==> config.mk <==
export PLATFORM = sky130hd
export DESIGN_NAME = instr_register_reader
export DESIGN_NICKNAME = d
export VERILOG_FILES = /design/src/rtl/instr_register_pkg.sv /design/src/rtl/instr_result_checker.sv /design/src/rtl/instr_register_reader.sv
export SDC_FILE = /design/constraint.sdc
export NUM_CORES = 1
export LEC_CHECK = 0
export CAP_MARGIN = 25
export CORE_AREA = 2 2 116 118
export DETAILED_ROUTE_END_ITERATION = 10
export DIE_AREA = 0 0 118 120
export DONT_BUFFER_PORTS = 1
export GPL_TIMING_DRIVEN = 0
export SYNTH_ARGS = -nofsm -noshare
export SYNTH_HDL_FRONTEND = slang
export SYNTH_SLANG_ARGS = --single-unit
==> constraint.sdc <==
create_clock -name clk -period 2.05 [get_ports clk]
set_input_delay 0.41 -clock clk [delete_from_list [all_inputs] [get_ports clk]]
set_output_delay 0.41 -clock clk [all_outputs]
set_load 0.005 [all_outputs]
==> src/rtl/instr_register_pkg.sv <==
// -----------------------------------------------------------------------------
// instr_register_pkg
// Shared types for the instruction register and its read-side engine, plus the
// reference result function. The function is used by the optional result
// checker and by any model that must agree with it.
//   operand_t     : signed 32-bit operand
//   opcode_t      : 4-bit operation code (ZERO..MOD)
//   address_t     : 5-bit register location (32 locations)
//   result_t      : signed 64-bit result
//   instruction_t : packed {opc, op_a, op_b, rez}
// -----------------------------------------------------------------------------
package instr_register_pkg;

    typedef logic signed [31:0] operand_t;
    typedef logic signed [63:0] result_t;
    typedef logic        [4:0]  address_t;

    typedef enum logic [3:0] {
        ZERO  = 4'd0,
        PASSA = 4'd1,
        PASSB = 4'd2,
        ADD   = 4'd3,
        SUB   = 4'd4,
        MULT  = 4'd5,
        DIV   = 4'd6,
        MOD   = 4'd7
    } opcode_t;

    typedef struct packed {
        opcode_t  opc;
        operand_t op_a;
        operand_t op_b;
        result_t  rez;
    } instruction_t;

    // Operands are sign-extended to the result width before the operation, so
    // MULT keeps the full product and DIV/MOD cannot overflow.
    // Division by zero is defined to yield 0.
    function automatic result_t calc_result(opcode_t opc, operand_t a, operand_t b);
        result_t ea;
        result_t eb;
        ea = {{32{a[31]}}, a};
        eb = {{32{b[31]}}, b};
        case (opc)
            ZERO:    return '0;
            PASSA:   return ea;
            PASSB:   return eb;
            ADD:     return ea + eb;
            SUB:     return ea - eb;
            MULT:    return ea * eb;
            DIV:     return (eb == '0) ? '0 : ea / eb;
            MOD:     return (eb == '0) ? '0 : ea % eb;
            default: return '0;
        endcase
    endfunction

endpackage

==> src/rtl/instr_result_checker.sv <==
// -----------------------------------------------------------------------------
// instr_result_checker
// Combinational consistency check of one instruction word: recomputes the
// result from opc/op_a/op_b and flags a difference from the stored rez.
//   instr    in  instruction_t  word to check
//   mismatch out 1              stored rez differs from the recomputed result
// -----------------------------------------------------------------------------
module instr_result_checker
    import instr_register_pkg::*;
(
    input  instruction_t instr,
    output logic         mismatch
);

    always_comb begin
        mismatch = (calc_result(instr.opc, instr.op_a, instr.op_b) != instr.rez);
    end

endmodule

==> src/rtl/instr_register_reader.sv <==
// -----------------------------------------------------------------------------
// instr_register_reader
// Read-side burst engine for the instruction register. A start command walks a
// contiguous range of locations (wrapping modulo DEPTH), captures each word and
// offers it on a valid/ready stream tagged with its address.
// Optional checker: define INSTR_REGISTER_READER_CHECK_EN to flag words whose
// stored rez disagrees with the recomputed result; otherwise out_mismatch = 0.
//   clk, reset_n      clock, asynchronous active-low reset
//   start             begin a burst (sampled only when idle)
//   start_addr, count first location and number of locations (0..DEPTH)
//   busy, done        engine active / one-cycle completion pulse
//   read_pointer      address to the register read port
//   instruction_word  combinational read data for read_pointer
//   out_valid/ready   payload handshake
//   out_addr, out_instr, out_last, out_mismatch  payload
// -----------------------------------------------------------------------------
module instr_register_reader
    import instr_register_pkg::*;
#(
    // Must equal 2**$bits(address_t); address arithmetic wraps naturally.
    parameter int DEPTH = 32
)
(
    input  logic                   clk,
    input  logic                   reset_n,
    input  logic                   start,
    input  address_t               start_addr,
    input  logic [$clog2(DEPTH):0] count,
    output logic                   busy,
    output logic                   done,
    output address_t               read_pointer,
    input  instruction_t           instruction_word,
    output logic                   out_valid,
    input  logic                   out_ready,
    output address_t               out_addr,
    output instruction_t           out_instr,
    output logic                   out_last,
    output logic                   out_mismatch
);

    localparam int CW = $clog2(DEPTH) + 1;
    localparam logic [CW-1:0] ONE = CW'(1);

    typedef enum logic [1:0] {
        S_IDLE  = 2'd0,
        S_FETCH = 2'd1,
        S_HOLD  = 2'd2,
        S_DONE  = 2'd3
    } state_t;

    state_t        state;
    state_t        next_state;
    logic [CW-1:0] remaining;   // entries not yet fetched

    // NOTE: every variable written in an always_comb gets a default first, so
    // no path leaves it unassigned and no latch is inferred.
    always_comb begin
        next_state = state;
        case (state)
            S_IDLE:  if (start) next_state = (count != '0) ? S_FETCH : S_DONE;
            S_FETCH: next_state = S_HOLD;
            S_HOLD:  if (out_ready) next_state = (remaining != '0) ? S_FETCH : S_DONE;
            S_DONE:  next_state = S_IDLE;
            default: next_state = S_IDLE;
        endcase
    end

    // read_pointer doubles as the burst address register. It only advances on
    // the way into FETCH, so it already points at the next location during
    // FETCH and holds the last fetched address everywhere else.
    // NOTE: state is updated with non-blocking assignments so every register
    // samples the pre-edge values regardless of statement order.
    always_ff @(posedge clk or negedge reset_n) begin
        if (!reset_n) begin
            state        <= S_IDLE;
            remaining    <= '0;
            busy         <= 1'b0;
            done         <= 1'b0;
            read_pointer <= '0;
            out_valid    <= 1'b0;
            out_addr     <= '0;
            out_instr    <= '0;
            out_last     <= 1'b0;
        end else begin
            state <= next_state;
            busy  <= (next_state != S_IDLE);
            done  <= (next_state == S_DONE);
            case (state)
                S_IDLE: begin
                    if (start && (count != '0)) begin
                        read_pointer <= start_addr;
                        remaining    <= count;
                    end
                end
                S_FETCH: begin
                    out_valid <= 1'b1;
                    out_instr <= instruction_word;
                    out_addr  <= read_pointer;
                    out_last  <= (remaining == ONE);
                    remaining <= remaining - ONE;
                end
                S_HOLD: begin
                    if (out_ready) begin
                        out_valid <= 1'b0;
                        if (remaining != '0) read_pointer <= address_t'(read_pointer + 1'b1);
                    end
                end
                default: ;
            endcase
        end
    end

`ifdef INSTR_REGISTER_READER_CHECK_EN
    logic mismatch_now;

    instr_result_checker u_checker (
        .instr    (instruction_word),
        .mismatch (mismatch_now)
    );

    // Captured on the same edge as the payload so it always describes out_instr.
    always_ff @(posedge clk or negedge reset_n) begin
        if (!reset_n)               out_mismatch <= 1'b0;
        else if (state == S_FETCH)  out_mismatch <= mismatch_now;
    end
`else
    assign out_mismatch = 1'b0;
`endif

endmodule

Yosys cells after proc, flatten, opt, wreduce, memory -nomap -nowiden --
Index checks and enable logic that the tools add are counted.
Cells by class: add/sub/neg operators 2, equality and inequality tests 8, multiplexer cells 13, reduce and logical (&&, ||, !) cells 11
Operators with widths (number):
- two-way mux 5 bit | 3
- case mux 6 bit (2 select lines) | 1
- nonzero test 6 bit | 2
- case mux 5 bit (2 select lines) | 1
- two-way mux 2 bit | 4
- case mux 2 bit (4 select lines) | 1
- nonzero test 2 bit | 4
- equality test 2 bit, second input constant | 3
- equality test 6 x 1 -> 1 bit, second input constant | 1
- two-way mux 6 bit | 1
- inequality test 2 bit, second input constant | 3
- subtractor 6 x 1 -> 6 bit, second input constant | 1
- adder 5 x 1 -> 5 bit, second input constant | 1
- AND reduction 2 bit | 2
- AND reduction 4 bit | 1
- equality test 2 x 1 -> 1 bit, second input constant | 1
- logical NOT 2 bit | 1
- case mux 1 bit (2 select lines) | 1
- logical AND 1 bit | 1
- two-way mux 1 bit | 1
Storage, ports and cells: register bits 154, bits of input ports 147, output and inout bits 147, word-level logic and storage cells 46

Longest topological paths before layout --
Gate-level depths: netlist (run 1).
depth in word-level cells 5, gate-level depth with buffers 7, depth with buffers taken out 5

Worst setup path before layout (run 1) --
No wires, ideal clock.
kind input -> register, start point input count[2], end point register read_pointer[3], data arrival time 1.341 ns, slack 0.627 ns, stages 4, path buffers 0, cells stage by stage nor4_4 -> a211oi_4 -> or2_4 -> a22oi_2
On the way: word-level cells in the longest chain between the ends 4
Ends and longest elaborated chain:
- start: declaration | line instr_register_reader.sv:28 | input logic [$clog2(DEPTH):0] count,
- nonzero test 6 bit | line instr_register_reader.sv:90 | if (start && (count != '0)) begin
- logical AND 1 bit | line instr_register_reader.sv:90
- inequality test 2 bit (no line)
- AND reduction 4 bit (no line)
- end signal: assignment | line instr_register_reader.sv:91 | read_pointer <= start_addr;
- end signal: assignment | line instr_register_reader.sv:105 | if (remaining != '0) read_pointer <= address_t'(read_pointer + 1'b1);
- end: declaration | line instr_register_reader.sv:31 | output address_t read_pointer,
Every way passes these cells. A chain may end at the register's enable or synchronous reset.

Final worst setup path (run 1) --
start point register state[1], end point register out_instr[8] (netlist bit)
On the way: word-level cells in the longest chain between the ends 1
Ends and longest elaborated chain:
- start: declaration | line instr_register_reader.sv:51 | state_t state;
- start signal: assignment | line instr_register_reader.sv:85 | state <= next_state;
- equality test 2 x 1 -> 1 bit | line instr_register_reader.sv:88 | case (state)
- end signal: assignment | line instr_register_reader.sv:97 | out_instr <= instruction_word;
- end: declaration | line instr_register_reader.sv:36 | output instruction_t out_instr,
Every way passes these cells.

==> results of run 1 <==
[synthesized netlist by cell type (all sizes together) (2+ instances only)]
master   count
nand2      420
dfrtp      154
buf         29
a21oi        7
o21ai        7
clkbuf       6
inv          6
nor2         5
ha           4
nand3        4
nor3         4
o22ai        4
a31oi        3
mux2i        3
nand2b       3
a211oi       2
a21o         2
a22oi        2
nor2b        2
nor4         2
o2bb2ai      2
or2          2
[worst max-delay path: cells and delay by family (launching register included)]
family                 cells  cell delay, ps
buffers and inverters      3             740
and+or+nand+nor            3             490
DFF                        1             470
[cells by family after synthesis]
| logic type | Yosys count |
|---|---|
| AND/OR/NAND/NOR | 446 |
| flip-flops | 154 |
| buffers and inverters | 41 |
| AO/OA/AOI/OAI | 34 |
| multiplexers | 4 |
| adder cells (fa/ha/maj) | 4 |
| other | 1 |
[stage by stage]
stage          cells  worst slack, ps  hold slack, ps
6_report         893              275            -313
5_1_grt          893              169            -339
3_5_place_dp     860              270             117
4_1_cts          892              241            -334
3_3_place_gp     860              288             117
2_1_floorplan    684              627             114
[metal layers]
layer	vias to the layer above	global-route usage (%)	routed length (µm)
met5	-	0	0
met4	0	8.73	321
met3	22	10.7	1600
met2	217	38.9	7970
met1	2198	23.9	5670
li1	2146	-	-
[layout by cell type, fill, tap and decap left out, types with 2 or more instances in the layout]
| master | count |
|---|---|
| clkbuf_1 | 8 |
| buf_1 | 3 |
| o2bb2ai_1 | 2 |
| nor2_1 | 5 |
| nor2b_1 | 2 |
| nand2b_1 | 3 |
| o21ai_1 | 3 |
| dfrtp_1 | 154 |
| mux2i_1 | 3 |
| clkinv_2 | 2 |
| buf_4 | 3 |
| buf_2 | 23 |
| nor4_4 | 2 |
| inv_1 | 6 |
| clkbuf_8 | 3 |
| o21ai_0 | 4 |
| a22oi_2 | 2 |
| clkinvlp_4 | 3 |
| nor3_1 | 4 |
| o22ai_1 | 4 |
| ha_1 | 4 |
| nand3_1 | 4 |
| a21o_1 | 2 |
| clkbuf_16 | 17 |
| nand2_1 | 420 |
| bufinv_16 | 3 |
| a21oi_1 | 6 |
| a31oi_1 | 3 |
[area by class of cell]
type	count	area [µm²]
fill	1198	5990
sequential	154	3850
multi-input combinational	489	2100
clock buffer	22	474
tap	176	220
buffer	35	171
clock inverter	10	140
inverter	6	22.5
antenna	1	2.50
[how the worst max path moves through the flow]
stage / cells after the start / end / startpoint / slack, ps
floorplan: 4 / read_pointer[3] / count[2] / 630
global placement: 6 / out_instr[8] / state[1] / 290
detailed placement: 6 / out_instr[2] / state[1] / 270
CTS: 6 / out_instr[8] / state[1] / 240
global route: 6 / out_instr[8] / state[1] / 170
finish: 6 / out_instr[8] / state[1] / 280
[flip-flops by register name, summed over array words and instances (netlist names), 2 cells and up]
| signal | flops |
|---|---|
| out_instr | 132 |
| remaining | 6 |
| out_addr | 5 |
| read_pointer | 5 |
| state | 2 |
[power breakdown]
group / switching [W] / leakage, nW / internal [W] / total, W
registers: 0.00133 / 1.89 / 0.00457 / 0.00590
clock network: 0.00119 / 0.293 / 0.00201 / 0.00320
logic: 0.00218 / 1.52 / 0.00126 / 0.00344
total: 0.00470 / 3.70 / 0.00784 / 0.0125
==> results.md, run 1 <==
* Wire per inst at ~17 µm
* Unrepaired setup endpoints after global routing: false
* CP endpoint kind: flip-flop
* Final setup fails at 0
* Share of post-route cells with drive strength above 1 at a little under a tenth
* IO Count at 294
* Avg Inst Size Synth at about 9 µm²
* Dpl cell area at 6370 µm²
* Vias per inst at between 5 and 6
* Sequential element share of the synthesized area at a little over three fifths
* Wirelength, routed at 15.6 mm
* Mux contribution to synthesized area at less than 1%
* Initial Utilization at 47.4%
* Final antenna-violating net count at 0
* Skew final at roughly 12 ps
* # port buffers at 0
* Clk sink count at around 150
* Longest Clk Path Bufs at 2
* Largest family of logic cells by synthesized area: simple AND/OR/NAND/NOR gates
* Post-CTS Setup Inserts at 0
* Cts repair resizes at 0
* Slowest cell on the critical path: dfrtp_1
* Final instance area at 6990 µm²
* Core area at approximately 13000 µm²
* Nets@finish at roughly 850
* Die Width at approximately 120 µm
* Synth Area in Compound Gates at under 10%
* Crit path arrival time at 2130 ps
* Status: finished with violations
* Initial DRC count at 300
* Yosys warnings at 0
* Syn Std Cell Area at between 6000 and 7000 µm²
* Syn Nets at ~840
* Initial DRT Pass Iterations at 4
* Slew margin rel. at around 66%
* Post-DP HPWL at 11.4 mm
* Cell taking the most area after synthesis: dfrtp_1
* Clock tree from TritonCTS: built
* Synth area leaders: dfrtp_1 63%, nand2_1 26%, buf_2 1.9%, ha_1 0.81%, nor4_4 0.69%
* Reg2reg setup slack at 280 ps
* Initial antenna violation count at 1
* Num CTS Buffers at 17
* Routed via count at ~4600
* Final core area utilization at 53.8%
* Crit path largest cell delay at 470 ps
* Mapped Cells at ~700
* Kind of critical path: flip-flop to flip-flop
* Synth cell types at 39
* LEAKAGE at about 3.7 nW
* Synth Area in XOR/XNOR at 0%
* Setup TNS Final at 0 ps
* Fin crit share at around 87%
* Post-synth EDFFs at 0
* Least-Margin Pin Slew at slightly above 500 ps
* Reg2Reg Launch Point: state[1]
* Share of the synthesized area in the top cell type at between 60% and 70%
* Setup crit start kind: flip-flop
* WP data required at 2410 ps
* Clock Tree Root: clkbuf_16
* Worst-path maximum fanout at 10
* Fin. max-slew vios at 0
* Failing checks: hold timing
* Worst path cell trace: and2b_4 > buf_4 > buf_2 > buf_2 > nand2_1 > nand2_1
* Reg-to-reg critical path endpoint: out_instr[8]
* PwrDens at 1790 nW/µm²
* Min cycle time layout at 1770 ps
* Die area at approximately 14000 µm²
* Post-Synth Adder-Cell Area at less than 1%
* Final hold slack at -313 ps
* H-tree Lvls at 4
* Vias in the first global route at 4767
* Main synth FF type: dfrtp_1
* Clock latency on the worst-skew pair at 420 ps
* First-pass GRT wire length at 24.6 mm
* Total power at ~0.013 W
* Total track usage at ~23%
* Area grow syn2layout at 13.6%
* Hold Path Class: primary input to async pin
* CTS clk-pin slew, worst paths at approximately 60 ps
* Max Fclk at between 500 and 600 MHz
* Synth Register Bits at 154
* Die Span Y at 120 µm
* Path depth of the worst reg2reg path at 6
* Final hold violations at between 150 and 200
* # rows at between 40 and 50
* Congestion Overflow GR at 0
* Peak VDD IR at 0.691 mV
* Routability cong. at between 0.8 and 0.9
* Synth async-reset ratio at 100%
* Simple-gate share of the synthesized area at approximately 29%
* Max-cap violations at 0
* Largest net degree at the start of global routing at roughly 160
* Remaining DRCs at 0
Power figures use the tool's default switching activity.
==> inputs of run 2 (changes only) <==
- REMOVE_ABC_BUFFERS: unset -> 1
==> run 2 against run 1 <==
The flow still finishes with violations (hold timing). First-iteration DRC count up 8.3%. Flip-flop and latch count did not move. Non-clock buffer count down 31. Register-to-register slack worse by 100 ps. Cell count is 3.4% lower. Worst hold slack worse by 2.0 ps. Count of clock-buffer cells in the layout down 2. Sequential power is 1% higher. Cell area fell by 1.1%. Critical path depth shrank 1. Critical endpoint is now read_pointer[3]. Highest routed layer unchanged.
==> results.md, run 2 (synthesis gave the netlist of run 1 again) <==
* Post-route setup slack at 171 ps (-104 ps)
* Crit path largest cell delay at 500 ps (+30 ps)
* Final core area utilization at 53.2% (-0.61 points)
* Largest net degree at the start of global routing at 155 (unchanged)
* Die area at 14200 µm² (unchanged)
* Initial Utilization at 47.4% (unchanged)
* Most common cell after layout, fill and taps aside: nand2_1
* Status: finished with violations
* Core area at 13000 µm² (unchanged)
* PwrDens at 1790 nW/µm² (-0.14%)
* Final hold slack at -315 ps (-2.02 ps)
* Wirelength, routed at 15.0 mm (-3.5%)
* Clock Tree Root: clkbuf_16
* Min cycle time layout at 1880 ps (+104 ps)
* Setup crit start kind: flip-flop
* Unrepaired setup endpoints after global routing: false
* H-tree Lvls at 4 (unchanged)
* Final antenna-violating net count at 0 (unchanged)
* Wire per inst at 17.4 µm (-0.10%)
* Area grow syn2layout at 12.3%
* Remaining DRCs at 0 (unchanged)
* Fin. max-slew vios at 0 (unchanged)
* Delay-heaviest family, CP: simple AND/OR/NAND/NOR gates
* Routability cong. at 0.809 (-4.8%)
* Register bank with the most flops: out_instr
* Least-Margin Pin Slew at 770 ps (+266 ps)
* # rows at 42 (unchanged)
* CP bufs+invs at 1 (-2)
* Congestion Overflow GR at 0 (unchanged)
* Nets@finish at 825 (-3.4%)
* Max-cap violations at 0 (unchanged)
* Share of post-route cells with drive strength above 1 at 7.28% (-2.1 points)
* Routed via count at 4437 (-3.2%)
* Initial DRT Pass Iterations at 4 (unchanged)
* Number of diodes at 0 (-1)
* Clk pwr share at 24.8% (-0.7 points)
* LEAKAGE at 3.63 nW (-1.7%)
* Clock tree from TritonCTS: built
* Peak VDD IR at 0.738 mV (+6.9%)
* Initial antenna violation count at 0 (-1)
* Worst path cell trace: and2b_4 > buf_12 > a211oi_4 > or2_4 > a22oi_2
* Longest Clk Path Bufs at 2 (unchanged)
* Failing checks: hold timing
* Die Span Y at 120 µm (unchanged)
* P_int at 0.00770 W (-1.8%)
* WP data required at 2340 ps (-70 ps)
* IO Count at 294 (unchanged)
* Die Width at 118 µm (unchanged)
* Worst-path maximum fanout at 57 (+47)
* Setup TNS Final at 0 ps (unchanged)
* Final hold violations at 154 (unchanged)
* Max reg flops at 132 (unchanged)
* Kind of critical path: flip-flop to flip-flop
* Num CTS Buffers at 17 (unchanged)
* Crit path arrival time at 2170 ps (+40 ps)
* Hold Path Class: primary input to async pin
* Post-DP HPWL at 10.3 mm (-9.9%)
* Registers with the most flip-flops: out_instr (132), remaining (6)
* Reg power frac at 48.1% (+1.1 points)
* Most frequent cells in the layout: 420 x nand2_1, 152 x dfrtp_1, 17 x clkbuf_16
* Clock latency on the worst-skew pair at 420 ps (about the same)
* Fin crit share at 91.7% (+5.1 points)
* Sw Ratio at 37.8% (+0.31 points)
* Comb pwr share at 27.0% (-0.5 points)
* Place WS at -68.3 ps (-339 ps)
* Skew final at 6.25 ps (-5.45 ps)
* Total track usage at 21.7% (-0.87 points)
* Slowest cell on the critical path: dfrtp_2
* CP endpoint kind: flip-flop
* Final setup fails at 0 (unchanged)
* Slew margin rel. at 48.7% (-18 points)
* Vias per inst at 5.14 (+0.18%)
* Initial DRC count at 325 (+8.3%)
* Net Switching at 0.00468 W (-0.44%)
* Clk sink count at 154 (unchanged)
* Max Fclk at 532 MHz (-5.6%)
* Vias in the first global route at 4470 (-6.2%)
* # port buffers at 0 (unchanged)
* First-pass GRT wire length at 23.7 mm (-3.4%)
* CTS clk-pin slew, worst paths at 60 ps (about the same)
[run 2: cell count changes in the layout (fill, tap and decap cells not counted), moves of 2 or more]
cell,before,now
dfrtp_2,0,2
and2b_1,0,2
clkinv_2,2,6
buf_4,3,0
buf_1,3,0
buf_12,0,2
dfrtp_1,154,152
buf_16,0,2
clkbuf_1,8,0
buf_2,23,0
[run 2: layout make-up]
cell class,count,area (µm²)
Clock inverter,12,123
Sequential cell,154,3860
Timing Repair Buffer,4,95.1
Fill cell,1230,6070
Inverter,6,22.5
Tap cell,176,220
Clock buffer,20,467
Multi-Input combinational cell,491,2120
[run 2: final timing paths]
| kind | from | endpoint | slack [ps] | cells past startpoint |
|---|---|---|---|---|
| max | state[0] | read_pointer[3] | 170 | 5 |
| min | reset_n | out_addr[3] | -320 | 0 |
| max reg2reg | state[0] | read_pointer[3] | 170 | 5 |
| min reg2reg | out_instr[65] | out_instr[65] | 500 | 2 |
| max in group asynchronous | reset_n | state[0] | 2070 | 0 |
| min in group clk | instruction_word[95] | out_instr[95] | 90 | 2 |
[run 2: timing repair]
action | 4_1_cts | 5_1_grt
gates resized for setup | 0 | 2
cloned | 2 | 0
endpoints found under the setup margin | 5 | 5
setup buffers | 0 | 0
hold endpoints to repair | 154 | 154
[run 2: per-stage QoR]
stage | power (W) | instances | cell area (µm²)
final | 0.0124 | 863 | 6910
after global routing | 0.0133 | 863 | 6910
after CTS | 0.0125 | 863 | 6910
after detailed placement | 0.00934 | 829 | 6300
after global placement | 0.00871 | 825 | 6200
after floorplan | 0.00801 | 649 | 5980
[run 2: power by group through the flow]
| stage | clock network [W] | logic [W] | registers, W |
|---|---|---|---|
| floorplan | 0 | 0.00251 | 0.00551 |
| global placement | 0 | 0.00277 | 0.00594 |
| detailed placement | 0 | 0.00334 | 0.00600 |
| CTS | 0.00316 | 0.00340 | 0.00599 |
| global route | 0.00329 | 0.00394 | 0.00611 |
| finish | 0.00307 | 0.00335 | 0.00596 |
[run 2: metal layers]
metal	wire, µm	part of all wire, %	up-vias	global-route usage [%]
met5	0	0	-	0
met4	538	3.6	0	11.2
li1	-	-	2099	-
met3	1190	7.9	41	8.03
met2	7390	49	199	34.6
met1	5910	39	2098	25.7
==> inputs of run 3 (changes only) <==
- REMOVE_ABC_BUFFERS: 1 -> unset
- clock period: 2.05 -> 1.8 ns (I/O delays scaled with it)
==> run 3 against run 2 <==
The run still ends with hold timing left. Routed wire length is 3.5% higher. Global-route usage is 0.87 points higher. Cell area is 1.3% higher. Sequential share of layout area is 0.76 points lower. Maximum frequency is 12% higher. Combinational power is 18% higher. Flip-flop and latch count stayed put. Worst setup slack worse by 51 ps. Cell count is 3.5% higher. Critical path type unchanged. Critical endpoint is now out_instr[58]. Largest power group unchanged. Highest routed layer unchanged.
==> results.md, run 3 (synthesis gave the netlist of run 1 again) <==
* WP data required at 2160 ps (-180 ps)
* IO Count at 294 (unchanged)
* Clock tree from TritonCTS: built
* Reg2Reg Launch Point: state[1]
* Least-Margin Pin Slew at 504 ps (-266 ps)
* Kind of critical path: flip-flop to flip-flop
* Hold Path Class: primary input to async pin
* Die area at 14200 µm² (unchanged)
* Final setup fails at 0 (unchanged)
* First-pass GRT wire length at 24.6 mm (+3.6%)
* # port buffers at 0 (unchanged)
* Initial DRC count at 304 (-6.5%)
* Fin. max-slew vios at 0 (unchanged)
* Reg2reg setup slack at 120 ps (-50 ps)
* Worst-path maximum fanout at 10 (-82%)
* Share of post-route cells with drive strength above 1 at 9.36% (+2.1 points)
* Clock Tree Root: clkbuf_16
* Congestion Overflow GR at 0 (unchanged)
* Unrepaired setup endpoints after global routing: false
* Die Span Y at 120 µm (unchanged)
* Initial Utilization at 47.4% (unchanged)
* Max-cap violations at 0 (unchanged)
* Registers with the most flip-flops: out_instr (132), remaining (6)
* Setup TNS Final at 0 ps (unchanged)
* Crit path arrival time at 2030 ps (-140 ps)
* Most frequent cells in the layout: 420 x nand2_1, 154 x dfrtp_1, 18 x buf_2, 17 x clkbuf_16, 8 x clkbuf_1
* Setup crit start: state[1]
* Final hold slack at -362 ps (-46.9 ps)
* Wire per inst at 17.4 µm (about the same)
* Min cycle time layout at 1680 ps (-199 ps)
* Slew margin rel. at 66.4% (+18 points)
* Largest net degree at the start of global routing at 155 (unchanged)
* LEAKAGE at 3.70 nW (+1.8%)
* Failing checks: hold timing
* Status: finished with violations
* Most common cell after layout, fill and taps aside: nand2_1
* Max reg flops at 132 (unchanged)
* Total track usage at 22.5% (+0.87 points)
* PwrDens at 2040 nW/µm² (+14%)
* Nets@finish at 854 (+3.5%)
* Routed via count at 4572 (+3.0%)
* Setup crit start kind: flip-flop
* Routability cong. at 0.849 (+5.0%)
* Post-CTS Setup Inserts at 0 (unchanged)
* Max Fclk at 595 MHz (+12%)
* CTS clk-pin slew, worst paths at 60 ps (about the same)
* Area grow syn2layout at 13.8%
* Skew final at 8.26 ps (+2.01 ps)
* Remaining DRCs at 0 (unchanged)
* H-tree Lvls at 4 (unchanged)
* Clock latency on the worst-skew pair at 420 ps (about the same)
* Clk sink count at 154 (unchanged)
* CP endpoint kind: flip-flop
* Longest Clk Path Bufs at 2 (unchanged)
* Initial DRT Pass Iterations at 4 (unchanged)
* Die Width at 118 µm (unchanged)
* Vias per inst at 5.12 (-0.42%)
* Num CTS Buffers at 17 (unchanged)
* Final antenna-violating net count at 0 (unchanged)
* Fin crit share at 93.3% (+1.7 points)
* Vias in the first global route at 4767 (+6.6%)
* Post-DP HPWL at 11.4 mm (+11%)
* Final core area utilization at 53.9% (+0.70 points)
* Register bank with the most flops: out_instr
* Core area at 13000 µm² (unchanged)
* Wirelength, routed at 15.6 mm (+3.5%)
* Peak VDD IR at 0.789 mV (+6.9%)
* # rows at 42 (unchanged)
* Initial antenna violation count at 1 (+1)
* Final hold violations at 154 (unchanged)
## run 3: worst max-delay path, stage by stage, from the launching register on
cell and delay [ps]:
dfrtp_1 460, and2b_4 310, buf_4 180, clkbuf_4 250, buf_2 250, nand2_1 100, nand2_1 60
## run 3: path summary, 6_finish.rpt
| kind | endpoint | cells after the start |
|---|---|---|
| max reg2reg | out_instr[58] | 6 |
| min reg2reg | out_instr[57] | 2 |
| max | out_instr[58] | 6 |
| max in group asynchronous | out_instr[51] | 0 |
| min | out_instr[128] | 0 |
| min in group clk | out_instr[26] | 2 |
## run 3: layer usage
layer	GRT usage, %	wire length (µm)	up-vias
met5	0	0	-
met4	8.73	289	0
li1	-	-	2149
met1	23.9	5680	2184
met2	38.9	7970	220
met3	10.7	1610	19
## run 3: timing repair
action,in CTS,in global routing
gates resized for setup,1,4
setup endpoints to repair,2,67
hold endpoints to repair,154,154
## run 3: stage by stage
step                cells  power (W)  cell area [µm²]  worst slack [ps]
detailed placement    860     0.0107             6370              20.3
floorplan             684    0.00940             6150               422
CTS                   892     0.0145             6990              21.9
global route          893     0.0155             7000              19.8
finish                893     0.0143             7000               120
global placement      860     0.0105             6370              38.4
## run 3: power by group
part | leakage (nW) | internal, W | switching [W] | total (W)
sequential | 1.89 | 0.00520 | 0.00152 | 0.00672
combinational | 1.52 | 0.00147 | 0.00248 | 0.00395
clock | 0.293 | 0.00229 | 0.00135 | 0.00364
## run 3: final cells by class
class	instances	area [µm²]
clock buffers	22	474
diodes	1	2.50
inverters	6	22.5
clock inverters	10	140
plain buffers	35	184
well taps	176	220
multi-input cells	489	2100
fillers	1195	5980
flip-flops and latches	154	3850
